`src/rtl/multicycle_controller.sv`:
```
// Moore control FSM for a multicycle MIPS datapath (lw, sw, R-type, beq, addi, j).
// Write enables and retire are held low while reset is asserted.
module multicycle_controller #(
   parameter int STATE_W = 4
) (
   input  logic               clk,
   input  logic               reset,
   input  logic [5:0]         op,
   input  logic [5:0]         funct,
   input  logic               zero,
   output logic               pcen,
   output logic               memwrite,
   output logic               irwrite,
   output logic               regwrite,
   output logic               iord,
   output logic               alusrca,
   output logic [1:0]         alusrcb,
   output logic [1:0]         pcsrc,
   output logic               regdst,
   output logic               memtoreg,
   output logic [2:0]         alucontrol,
   output logic               retire,
   output logic [STATE_W-1:0] dbg_state
);

   localparam logic [STATE_W-1:0] FETCH   = STATE_W'(0);
   localparam logic [STATE_W-1:0] DECODE  = STATE_W'(1);
   localparam logic [STATE_W-1:0] MEMADR  = STATE_W'(2);
   localparam logic [STATE_W-1:0] MEMRD   = STATE_W'(3);
   localparam logic [STATE_W-1:0] MEMWB   = STATE_W'(4);
   localparam logic [STATE_W-1:0] MEMWR   = STATE_W'(5);
   localparam logic [STATE_W-1:0] EXECUTE = STATE_W'(6);
   localparam logic [STATE_W-1:0] ALUWB   = STATE_W'(7);
   localparam logic [STATE_W-1:0] BRANCH  = STATE_W'(8);
   localparam logic [STATE_W-1:0] ADDIEX  = STATE_W'(9);
   localparam logic [STATE_W-1:0] ADDIWB  = STATE_W'(10);
   localparam logic [STATE_W-1:0] JUMP    = STATE_W'(11);

   localparam logic [5:0] OP_LW    = 6'b100011;
   localparam logic [5:0] OP_SW    = 6'b101011;
   localparam logic [5:0] OP_RTYPE = 6'b000000;
   localparam logic [5:0] OP_BEQ   = 6'b000100;
   localparam logic [5:0] OP_ADDI  = 6'b001000;
   localparam logic [5:0] OP_J     = 6'b000010;

   logic [STATE_W-1:0] state, next_state;
   logic [1:0]         aluop;
   logic               pcwrite, branch;
   logic               memwrite_s, irwrite_s, regwrite_s, retire_s;

   always_ff @(posedge clk) begin
      if (reset) state <= FETCH;
      else       state <= next_state;
   end

   // op is only meaningful from DECODE onward, after FETCH has loaded the IR
   always_comb begin
      next_state = FETCH;
      case (state)
         FETCH:   next_state = DECODE;
         DECODE: begin
            case (op)
               OP_LW, OP_SW: next_state = MEMADR;
               OP_RTYPE:     next_state = EXECUTE;
               OP_BEQ:       next_state = BRANCH;
               OP_ADDI:      next_state = ADDIEX;
               OP_J:         next_state = JUMP;
               default:      next_state = FETCH;
            endcase
         end
         MEMADR:  next_state = (op == OP_SW) ? MEMWR : MEMRD;
         MEMRD:   next_state = MEMWB;
         EXECUTE: next_state = ALUWB;
         ADDIEX:  next_state = ADDIWB;
         default: next_state = FETCH;
      endcase
   end

   always_comb begin
      irwrite_s  = 1'b0;
      pcwrite    = 1'b0;
      branch     = 1'b0;
      memwrite_s = 1'b0;
      regwrite_s = 1'b0;
      retire_s   = 1'b0;
      iord       = 1'b0;
      alusrca    = 1'b0;
      alusrcb    = 2'b00;
      pcsrc      = 2'b00;
      regdst     = 1'b0;
      memtoreg   = 1'b0;
      aluop      = 2'b00;
      case (state)
         FETCH: begin
            irwrite_s = 1'b1;
            pcwrite   = 1'b1;
            alusrcb   = 2'b01;
         end
         DECODE:  alusrcb = 2'b11;
         MEMADR: begin
            alusrca = 1'b1;
            alusrcb = 2'b10;
         end
         MEMRD:   iord = 1'b1;
         MEMWB: begin
            regwrite_s = 1'b1;
            memtoreg   = 1'b1;
            retire_s   = 1'b1;
         end
         MEMWR: begin
            iord       = 1'b1;
            memwrite_s = 1'b1;
            retire_s   = 1'b1;
         end
         EXECUTE: begin
            alusrca = 1'b1;
            aluop   = 2'b10;
         end
         ALUWB: begin
            regwrite_s = 1'b1;
            regdst     = 1'b1;
            retire_s   = 1'b1;
         end
         BRANCH: begin
            alusrca  = 1'b1;
            aluop    = 2'b01;
            pcsrc    = 2'b01;
            branch   = 1'b1;
            retire_s = 1'b1;
         end
         ADDIEX: begin
            alusrca = 1'b1;
            alusrcb = 2'b10;
         end
         ADDIWB: begin
            regwrite_s = 1'b1;
            retire_s   = 1'b1;
         end
         JUMP: begin
            pcsrc    = 2'b10;
            pcwrite  = 1'b1;
            retire_s = 1'b1;
         end
         default: ;
      endcase
   end

   // unsupported funct falls back to add so the R-type sequence still completes
   always_comb begin
      alucontrol = 3'b010;
      case (aluop)
         2'b01: alucontrol = 3'b110;
         2'b10: begin
            case (funct)
               6'b100010: alucontrol = 3'b110;
               6'b100100: alucontrol = 3'b000;
               6'b100101: alucontrol = 3'b001;
               6'b101010: alucontrol = 3'b111;
               default:   alucontrol = 3'b010;
            endcase
         end
         default: alucontrol = 3'b010;
      endcase
   end

   assign pcen      = ~reset & (pcwrite | (branch & zero));
   assign memwrite  = ~reset & memwrite_s;
   assign irwrite   = ~reset & irwrite_s;
   assign regwrite  = ~reset & regwrite_s;
   assign retire    = ~reset & retire_s;
   assign dbg_state = state;

endmodule

```
`config.mk`:
```
export PLATFORM = sky130hd
export DESIGN_NAME = multicycle_controller
export DESIGN_NICKNAME = d
export VERILOG_FILES = /design/src/rtl/multicycle_controller.sv
export SDC_FILE = /design/constraint.sdc
export NUM_CORES = 1
export LEC_CHECK = 0
export CAP_MARGIN = 40
export CORE_ASPECT_RATIO = 1.25
export CORE_MARGIN = 1.5
export CORE_UTILIZATION = 29
export DETAILED_ROUTE_END_ITERATION = 10
export PLACE_DENSITY_LB_ADDON = 0.3
export SLEW_MARGIN = 20
export SYNTH_ARGS = -nofsm -noshare
export SYNTH_HDL_FRONTEND = slang
export SYNTH_SLANG_ARGS = --single-unit
```
`constraint.sdc`:
```
create_clock -name clk -period 3.07 [get_ports clk]
set_input_delay 0.4605 -clock clk [delete_from_list [all_inputs] [get_ports clk]]
set_output_delay 0.4605 -clock clk [all_outputs]
set_load 0.005 [all_outputs]
```
==> metrics.md <==
| Metric | Value |
|---|---|
| Outcome | finished, final reports clean |
| Relative slew slack | 0.659 |
| YS warnings | 0 |
| Final GP Congestion | 0.830 |
| Post-synth top area cell | dfxtp_1 |
| Final period utilization | 0.941 |
| Clk root buf | clkbuf_4 |
| Drt first pass iters | 4 |
| Avg WL per Cell | 11.9 µm |
| Post-synthesis cell count | 82 |
| Post-DP HPWL | 1280 µm |
| Max-cap viol count | 0 |
| Largest net degree at the start of global routing | 18 |
| H-tree levels | 1 |
| Post-CTS setup buffer count | 0 |
| Critical path endpoint category | output pin |
| Die area | 2170 µm² |
| Count of unique library cells instantiated by Yosys | 30 |
| Number of global-route vias before repair | 623 |
| Max-slew violation count | 0 |
| Height of the die | 51.7 µm |
| Syn Area/Cell | 6.71 µm² |
| Syn Std Cell Area | 551 µm² |
| Chip width | 42.0 µm |
| Initial antenna violation count | 0 |
| Crit path max fanout | 17 |
| Final #Nets | 135 |
| Hold Path Class | flop to flop |
| Vias | 730 |
| Final wirelength | 1600 µm |
| FMAX | 346 MHz |
| Flops & latches, synth | 4 |
| Pwr Density | 203 nW/µm² |
| Ys flop type | dfxtp_1 |
| CTS Sinks | 4 |
| Ys async rst share | 0 |
| CTS max path bufs | 2 |
| Leading post-synthesis cells by cell area | dfxtp_1, nor3_1, nor2_1, nand2b_1, nor2b_1 |
| Buffers on Ports | 34 |
| Total track usage | 0.157 |
| Max reg flops | 4 |
| Top-Level Pins | 35 |
| Starting Density | 0.312 |
| Final core utilization | 0.524 |
| Clock-pin transition on the worst setup and hold timing paths | 40 ps |
| Tot Pwr | 0.187 mW |
| Count leader, synth | nor2_1 |
| Post-CTS Resized | 0 |
| Share of the synthesized area in the top cell type | 0.145 |
| Hold-fix buffers at CTS | 0 |
| Syn_nets | 99 |
| VDD IR max | 118 µV |
| Setup tns final | 0 ps |
| Worst Setup Path Type | flop to output pin |
| Seq/Total Area, Yosys | 0.145 |
| CTS tree | done |
| Worst-Skew Late Latency | 230 ps |
| DRT iter0 DRCs | 6 |
| Final Hold Fails | 0 |
| Worst EP required | 2610 ps |
| Residual DRC | 0 |
| # rows | 17 |
| Slew of the pin with the lowest slew margin | 511 ps |
| First-pass GRT wire length | 2690 µm |
| Crit start category | flop |
| WP data arrival | 2430 ps |
| Total grt overflow | 0 |
| Core area | 1770 µm² |
| Post-synth top cells | nor2_1, nor3_1, a21oi_1, nand2b_1, nor2b_1 |
| Filler cells | 178 |
| Routed vias/inst | 5.41 |
| Leakage | 0.309 nW |
| Tmin final | 2890 ps |
| Setup Viol. Count Final | 0 |
| TritonCTS buffer count | 3 |
| Worst Skew | 2.87 ps |
| Post-synth EDFFs | 0 |
| Layout cells sized above 1 | 0.0431 |
| Area Growth Syn to Fin | 68.0% |
| ANT cells | 0 |
| RSZ-0062 raised after global routing | no |
| Antenna viol nets, final | 0 |
[final timing paths]
check	from	endpoint	slack (ps)	depth (start not counted)
setup / recovery	dbg_state[3]	alucontrol[0]	180	5
hold / removal	dbg_state[1]	dbg_state[2]	650	2
setup reg to reg	dbg_state[0]	dbg_state[0]	1580	4
hold reg to reg	dbg_state[1]	dbg_state[2]	650	2
[logic make-up after synthesis]
| logic type | after synthesis | synth area share |
|---|---|---|
| AND/OR/NAND/NOR | 46 | 0.452 |
| AO/OA/AOI/OAI | 19 | 0.236 |
| buffers and inverters | 7 | 0.0568 |
| XOR/XNOR | 4 | 0.0636 |
| flip-flops | 4 | 0.145 |
| adder cells (fa/ha/maj) | 2 | 0.0454 |
[stage by stage]
step                      hold WS [ps]  setup WS (ps)  std cells  cell area (µm²)
after floorplan                    539           1160         82              551
after global placement             629            485        132              902
after detailed placement           632            433        132              902
after CTS                          642            185        135              925
after global routing               696           56.7        135              925
final                              645            181        135              925
[cells in the final DEF (no fill, tap or decap), types with 2 or more instances in the layout]
master	synthesis	routed
clkbuf_4	0	3
nor4_1	2	2
nor2_1	10	10
xor2_1	2	2
nand2_1	3	3
nand3_1	3	3
a31oi_1	4	4
dfxtp_1	4	4
ha_1	2	2
nor3_1	9	9
o21a_1	2	2
o21ai_0	2	2
a21oi_1	5	5
nor2b_1	5	5
clkdlybuf4s50_1	0	34
xnor2_1	2	2
inv_1	3	3
nand2b_1	5	5
nor3b_1	3	3
[worst max-delay path, cell delays in order, from the launching register on]
cell and delay [ps]:
dfxtp_1 630, nand2b_1 150, or3_1 350, ha_1 340, nor3_1 200, clkdlybuf4s50_1 530
[layout make-up]
class                           count  area (µm²)  share of cell area
Clock buffer                        3        22.5              0.0244
Inverter                            3        11.3              0.0122
Multi-Input combinational cell     71         439               0.475
Sequential cell                     4        80.1              0.0866
Tap cell                           19        23.8              0.0257
Timing Repair Buffer               35         348               0.376
[where the power goes]
group          total, mW  internal [mW]  switching (mW)
combinational     0.0630         0.0394          0.0236
sequential        0.0602         0.0540         0.00623
clock             0.0640         0.0437          0.0204
[layer usage]
| metal | vias to the layer above | part of all wire | global-route usage |
|---|---|---|---|
| met4 | 0 | 0 | 0.0806 |
| li1 | 374 | - | - |
| met3 | 0 | 0.054 | 0.0208 |
| met5 | - | 0 | 0 |
| met1 | 329 | 0.40 | 0.185 |
| met2 | 27 | 0.54 | 0.276 |
Power figures use the tool's default switching activity.
